===== config.mk =====
export PLATFORM = sky130hd
export DESIGN_NAME = reg_file_mp
export DESIGN_NICKNAME = d
export VERILOG_FILES = /design/src/rtl/reg_file_mp.sv
export SDC_FILE = /design/constraint.sdc
export NUM_CORES = 2
export LEC_CHECK = 0
export BUFFER_PORTS_ARGS = -buffer_cell sky130_fd_sc_hd__buf_2
export CORE_UTILIZATION = 56
export CTS_CLUSTER_DIAMETER = 40
export DETAILED_ROUTE_END_ITERATION = 16
export PLACE_DENSITY_LB_ADDON = 0.1
export SETUP_SLACK_MARGIN = 0.2
export SLEW_MARGIN = 10
export SYNTH_ARGS = -nofsm -noshare
export SYNTH_HDL_FRONTEND = slang
export SYNTH_SLANG_ARGS = --single-unit

===== constraint.sdc =====
create_clock -name clk -period 8 [get_ports clk]
set_input_delay 2.4 -clock clk [delete_from_list [all_inputs] [get_ports clk]]
set_output_delay 2.4 -clock clk [all_outputs]
set_load 0.01 [all_outputs]

===== src/rtl/reg_file_mp.sv =====
// Multi-port register file with write bypass and a pending-writeback scoreboard.
// Reads are combinational; writes, issues and flushes take effect on the rising edge.
module reg_file_mp #(
  parameter  int XLEN     = 32,
  parameter  int NREGS    = 32,
  parameter  int NRD      = 2,
  parameter  int ZERO_REG = 1,
  localparam int AW       = $clog2(NREGS)
) (
  input  logic                clk,
  input  logic                rst_n,
  input  logic                reg_write_en,
  input  logic [AW-1:0]       reg_write_dest,
  input  logic [XLEN-1:0]     reg_write_data,
  input  logic [NRD*AW-1:0]   reg_read_addr,
  output logic [NRD*XLEN-1:0] reg_read_data,
  output logic [NRD-1:0]      reg_read_pend,
  input  logic                issue_en,
  input  logic [AW-1:0]       issue_dest,
  input  logic                flush,
  output logic [NREGS-1:0]    pend_vec,
  output logic [15:0]         write_count
);

  logic [XLEN-1:0]  r_mem [NREGS];
  logic [NREGS-1:0] r_pend;
  logic [15:0]      r_wcnt;

  logic             w_wr_zero;
  logic             w_wr_commit;
  logic             w_iss_zero;
  logic             w_iss_commit;
  logic [NREGS-1:0] w_pend_set;
  logic [NREGS-1:0] w_pend_clr;
  logic [NREGS-1:0] w_pend_nxt;

  assign w_wr_zero    = (ZERO_REG != 0) && (reg_write_dest == '0);
  assign w_wr_commit  = reg_write_en && !w_wr_zero;
  assign w_iss_zero   = (ZERO_REG != 0) && (issue_dest == '0);
  assign w_iss_commit = issue_en && !w_iss_zero;

  always_comb begin
    w_pend_set = '0;
    w_pend_clr = '0;
    if (w_iss_commit)
      w_pend_set[issue_dest] = 1'b1;
    if (reg_write_en)
      w_pend_clr[reg_write_dest] = 1'b1;
  end

  // A same-cycle issue marks a new producer, so set outranks clear.
  always_comb begin
    w_pend_nxt = '0;
    if (!flush)
      w_pend_nxt = (r_pend & ~w_pend_clr) | w_pend_set;
  end

  always_ff @(posedge clk or negedge rst_n) begin
    if (!rst_n) begin
      for (int i = 0; i < NREGS; i++)
        r_mem[i] <= '0;
    end else if (w_wr_commit) begin
      r_mem[reg_write_dest] <= reg_write_data;
    end
  end

  always_ff @(posedge clk or negedge rst_n) begin
    if (!rst_n)
      r_pend <= '0;
    else
      r_pend <= w_pend_nxt;
  end

  always_ff @(posedge clk or negedge rst_n) begin
    if (!rst_n)
      r_wcnt <= '0;
    else if (w_wr_commit && (r_wcnt != 16'hFFFF))
      r_wcnt <= r_wcnt + 16'd1;
  end

  // Bypass is gated by rst_n so reset forces zero on every port at once.
  always_comb begin
    logic [AW-1:0] w_addr;
    logic          w_zero;
    logic          w_byp;
    reg_read_data = '0;
    reg_read_pend = '0;
    for (int k = 0; k < NRD; k++) begin
      w_addr = reg_read_addr[k*AW +: AW];
      w_zero = (ZERO_REG != 0) && (w_addr == '0);
      w_byp  = rst_n && w_wr_commit && (reg_write_dest == w_addr);
      if (w_zero)
        reg_read_data[k*XLEN +: XLEN] = '0;
      else if (w_byp)
        reg_read_data[k*XLEN +: XLEN] = reg_write_data;
      else
        reg_read_data[k*XLEN +: XLEN] = r_mem[w_addr];
      reg_read_pend[k] = rst_n && !w_zero && r_pend[w_addr] && !w_byp;
    end
  end

  assign pend_vec    = r_pend;
  assign write_count = r_wcnt;

endmodule


==> qor.yml <==
core-area_mm2: 0.102
clkPwrFrac_pct: 42.4
h-tree-depth: 4
synth_area_mm2: 0.0578
path_max_fanout: 34
drtIter0Drc: 4811
drtAntennaViolNets: 0
min_path_type: "reg -> reg"
clk_path_buf_depth: 3
multiInputGateArea_mm2: 0.0288
overflow: 0
clk_pin_slew_worst_paths_ns: 0.05
maxCapViolations: 0
vias_per_cell: 7.16
first_pass_iters: 5
final_layout_size_suffix_gt1_share_pct: 43.9
grt_max_degree: 159
place_ws_ns: 0.599
worstSetupEndpointType: "primary output"
numCtsBuffers: 164
rows: 117
synthDominantCellAreaShare_pct: 46.4
synth_edf_count: 0
cellLeakagePower_nw: 28.9
cts_tree: "yes"
cts_resized: 0
place_congestion: 0.891
nets: 4139
async_reset_ff_share_pct: 100
postLayoutCoreUtil_pct: 64.1
period_share_pct: 94.4
cp.required_ns: 5.60
seqPwrFrac_pct: 40.0
finalSetupViolations: 0
synth_warnings: 0
skew_ns: 0.00935
placed_area_mm2: 0.0596
finalWorstSetupSlack_ns: 0.450
seq_area_frac_synth_pct: 46.4
dieWidth_um: 323
status: "complete, no violations"
p_per_area_mw_per_mm2: 274
switching_power_w: 0.00486
area_delta_synth_final_pct: 13.2
syn_nets: 4120
ys_ff_latch: 1072
die-area_mm2: 0.105
finalCriticalPeriod_ns: 7.55
worst_pin_slew_ns: 1.32
cts_root_buffer: "clkbuf_16"
finalSetupTns_ns: 0
startpoint_type: "input pin"
clk_latency_ns: 0.76
grtUsageTotal_pct: 38.4
die_h_um: 323
ys.flop_type: "dfrtp_1"
ff_latch_area_mm2: 0.0268
wl_per_cell_um: 35.2
dpl.hpwl_um: 113000
synthCells: 4062
drv_slew: 0
avgSynthCellArea_um2: 14.2
postCtsSetupBuffers: 0
ctsHoldBuffers: 0
fmax_ghz: 0.132
grt_pass1_wl_um: 288000
clkSinkCount: 1072
swShare_pct: 27.1
initial_core_util_pct: 56.7
power_frac_comb_pct: 17.6
antenna_found_initial: 11
cp.arrival_ns: 5.15
finalPower_w: 0.0179
port_buffers: 170
ioPinCount: 171
p_int_w: 0.0131
critPathKind: "in -> out"
max-slew-margin-rel_pct: 11.7
synth_area_leader_cell: "dfrtp_1"
rsz0062_at_grt: "no"
drc: 0
synth_cell_type_count: 60
grt_pass1_vias: 40100
totalWireLength_um: 196000
vdd_drop_max_mv: 0.285
hold_viol_final: 0
n_fill_cell: 7556
dr_total_vias: 40000
final_area_mm2: 0.0655
synth.area.top_cells: "dfrtp_1 46%, mux2_2 16%, mux4_2 16%"
==> final timing paths <==
kind | start | endpoint | slack, ns | cells past startpoint
worst min-delay path | r_mem[1022] | r_mem[1022] | 0.39 | 0
worst max-delay path | reg_read_addr[9] | reg_read_data[38] | 0.45 | 8
min in group asynchronous | rst_n | r_mem[759] | 1.81 | 2
worst max register to register | write_count[8] | write_count[10] | 6.07 | 5
worst min register to register | r_mem[1022] | r_mem[1022] | 0.39 | 0
max in group asynchronous | rst_n | r_mem[359] | 3.13 | 5
==> power by group through the flow <==
stage | logic, W | clock network (W) | registers (W)
floorplan | 0.00232 | 0 | 0.00699
finish | 0.00315 | 0.00761 | 0.00719
CTS | 0.00314 | 0.00767 | 0.00715
global placement | 0.00307 | 0 | 0.00717
global route | 0.00335 | 0.00791 | 0.00730
detailed placement | 0.00312 | 0 | 0.00723
==> worst max-delay path, stage by stage <==
cell       delay, ns
buf_4           0.29
buf_4           0.46
nand2_2         0.29
buf_12          0.31
o2111ai_1       0.73
a31oi_1         0.28
buf_4           0.20
buf_2           0.13
==> synth_stat cells, types with 5 or more instances <==
master,number
o211ai_1,62
o21ai_0,59
a21oi_1,71
nand2b_1,9
buf_4,55
a221oi_1,41
dfrtp_1,1072
a221o_1,5
o22a_1,11
mux4_2,399
o2111ai_1,27
a22oi_1,78
xor2_1,7
and3_1,5
mux2_1,194
clkbuf_1,208
buf_1,17
o221a_1,35
o22ai_1,73
and3b_1,5
mux2_2,804
o21a_1,20
xnor2_1,18
nand3_1,23
nor3b_1,10
nor3_1,8
buf_6,33
nor2_2,9
mux2i_1,293
a31oi_1,10
o21ai_1,52
nor2_1,50
buf_2,139
nand2_1,98
buf_8,9
==> registers in the layout, indices dropped and copies added, names as in the netlist <==
register,flops
r_mem,1024
write_count,16
pend_vec,32
==> area by class of cell <==
type | instances | area share, %
Multi-Input combinational cell | 2524 | 43.9
Inverter | 3 | 0.0172
Timing Repair Buffer | 316 | 3.51
Antenna cell | 4 | 0.0153
Sequential cell | 1072 | 41.0
Clock inverter | 89 | 1.95
Clock buffer | 207 | 6.98
Tap cell | 1368 | 2.62
==> cell usage in the layout (no fill, tap or decap), types with 11 or more instances in the layout <==
cell type / count
dfrtp_1: 1072
mux2_1: 194
clkinvlp_4: 11
a22oi_1: 78
inv_6: 17
o2111ai_1: 27
clkbuf_16: 167
o21a_1: 20
nand3_1: 23
buf_12: 23
nor2_1: 41
bufinv_16: 26
mux2_2: 804
clkbuf_1: 16
o21ai_0: 59
clkinv_4: 11
a221oi_1: 41
buf_2: 159
a21oi_1: 71
clkinv_2: 20
nand2_1: 81
o211ai_1: 62
o22ai_1: 73
o21ai_1: 52
clkbuf_8: 24
o22a_1: 11
mux2i_1: 293
mux4_2: 399
nor2_4: 18
o221a_1: 35
xnor2_1: 18
buf_4: 129
==> per-layer routing <==
metal | track usage, % | wire [um] | vias to the layer above
li1 | - | - | 15800
met1 | 53.0 | 78300 | 21300
met2 | 58.0 | 89600 | 2328
met3 | 9.08 | 19200 | 541
met4 | 17.6 | 9280 | 12
met5 | 0 | 84 | -
==> stage by stage <==
stage	hold WS, ns	cells
after floorplan	0.435	4062
after global placement	0.384	5283
after detailed placement	0.379	5283
after CTS	0.390	5579
after global routing	0.396	5581
final	0.388	5583
==> cell families (layout without fill, tap and decap cells) <==
group | count (synthesis) | count (layout) | synth area share, %
multiplexers | 1690 | 1690 | 40.0
flip-flops | 1072 | 1072 | 46.4
AO/OA/AOI/OAI | 559 | 559 | 6.77
buffers and inverters | 466 | 615 | 4.34
AND/OR/NAND/NOR | 249 | 249 | 2.09
XOR/XNOR | 25 | 25 | 0.379
adder cells (fa/ha/maj) | 1 | 1 | 0.0216
other | 0 | 4 | 0
Power figures use the tool's default switching activity.
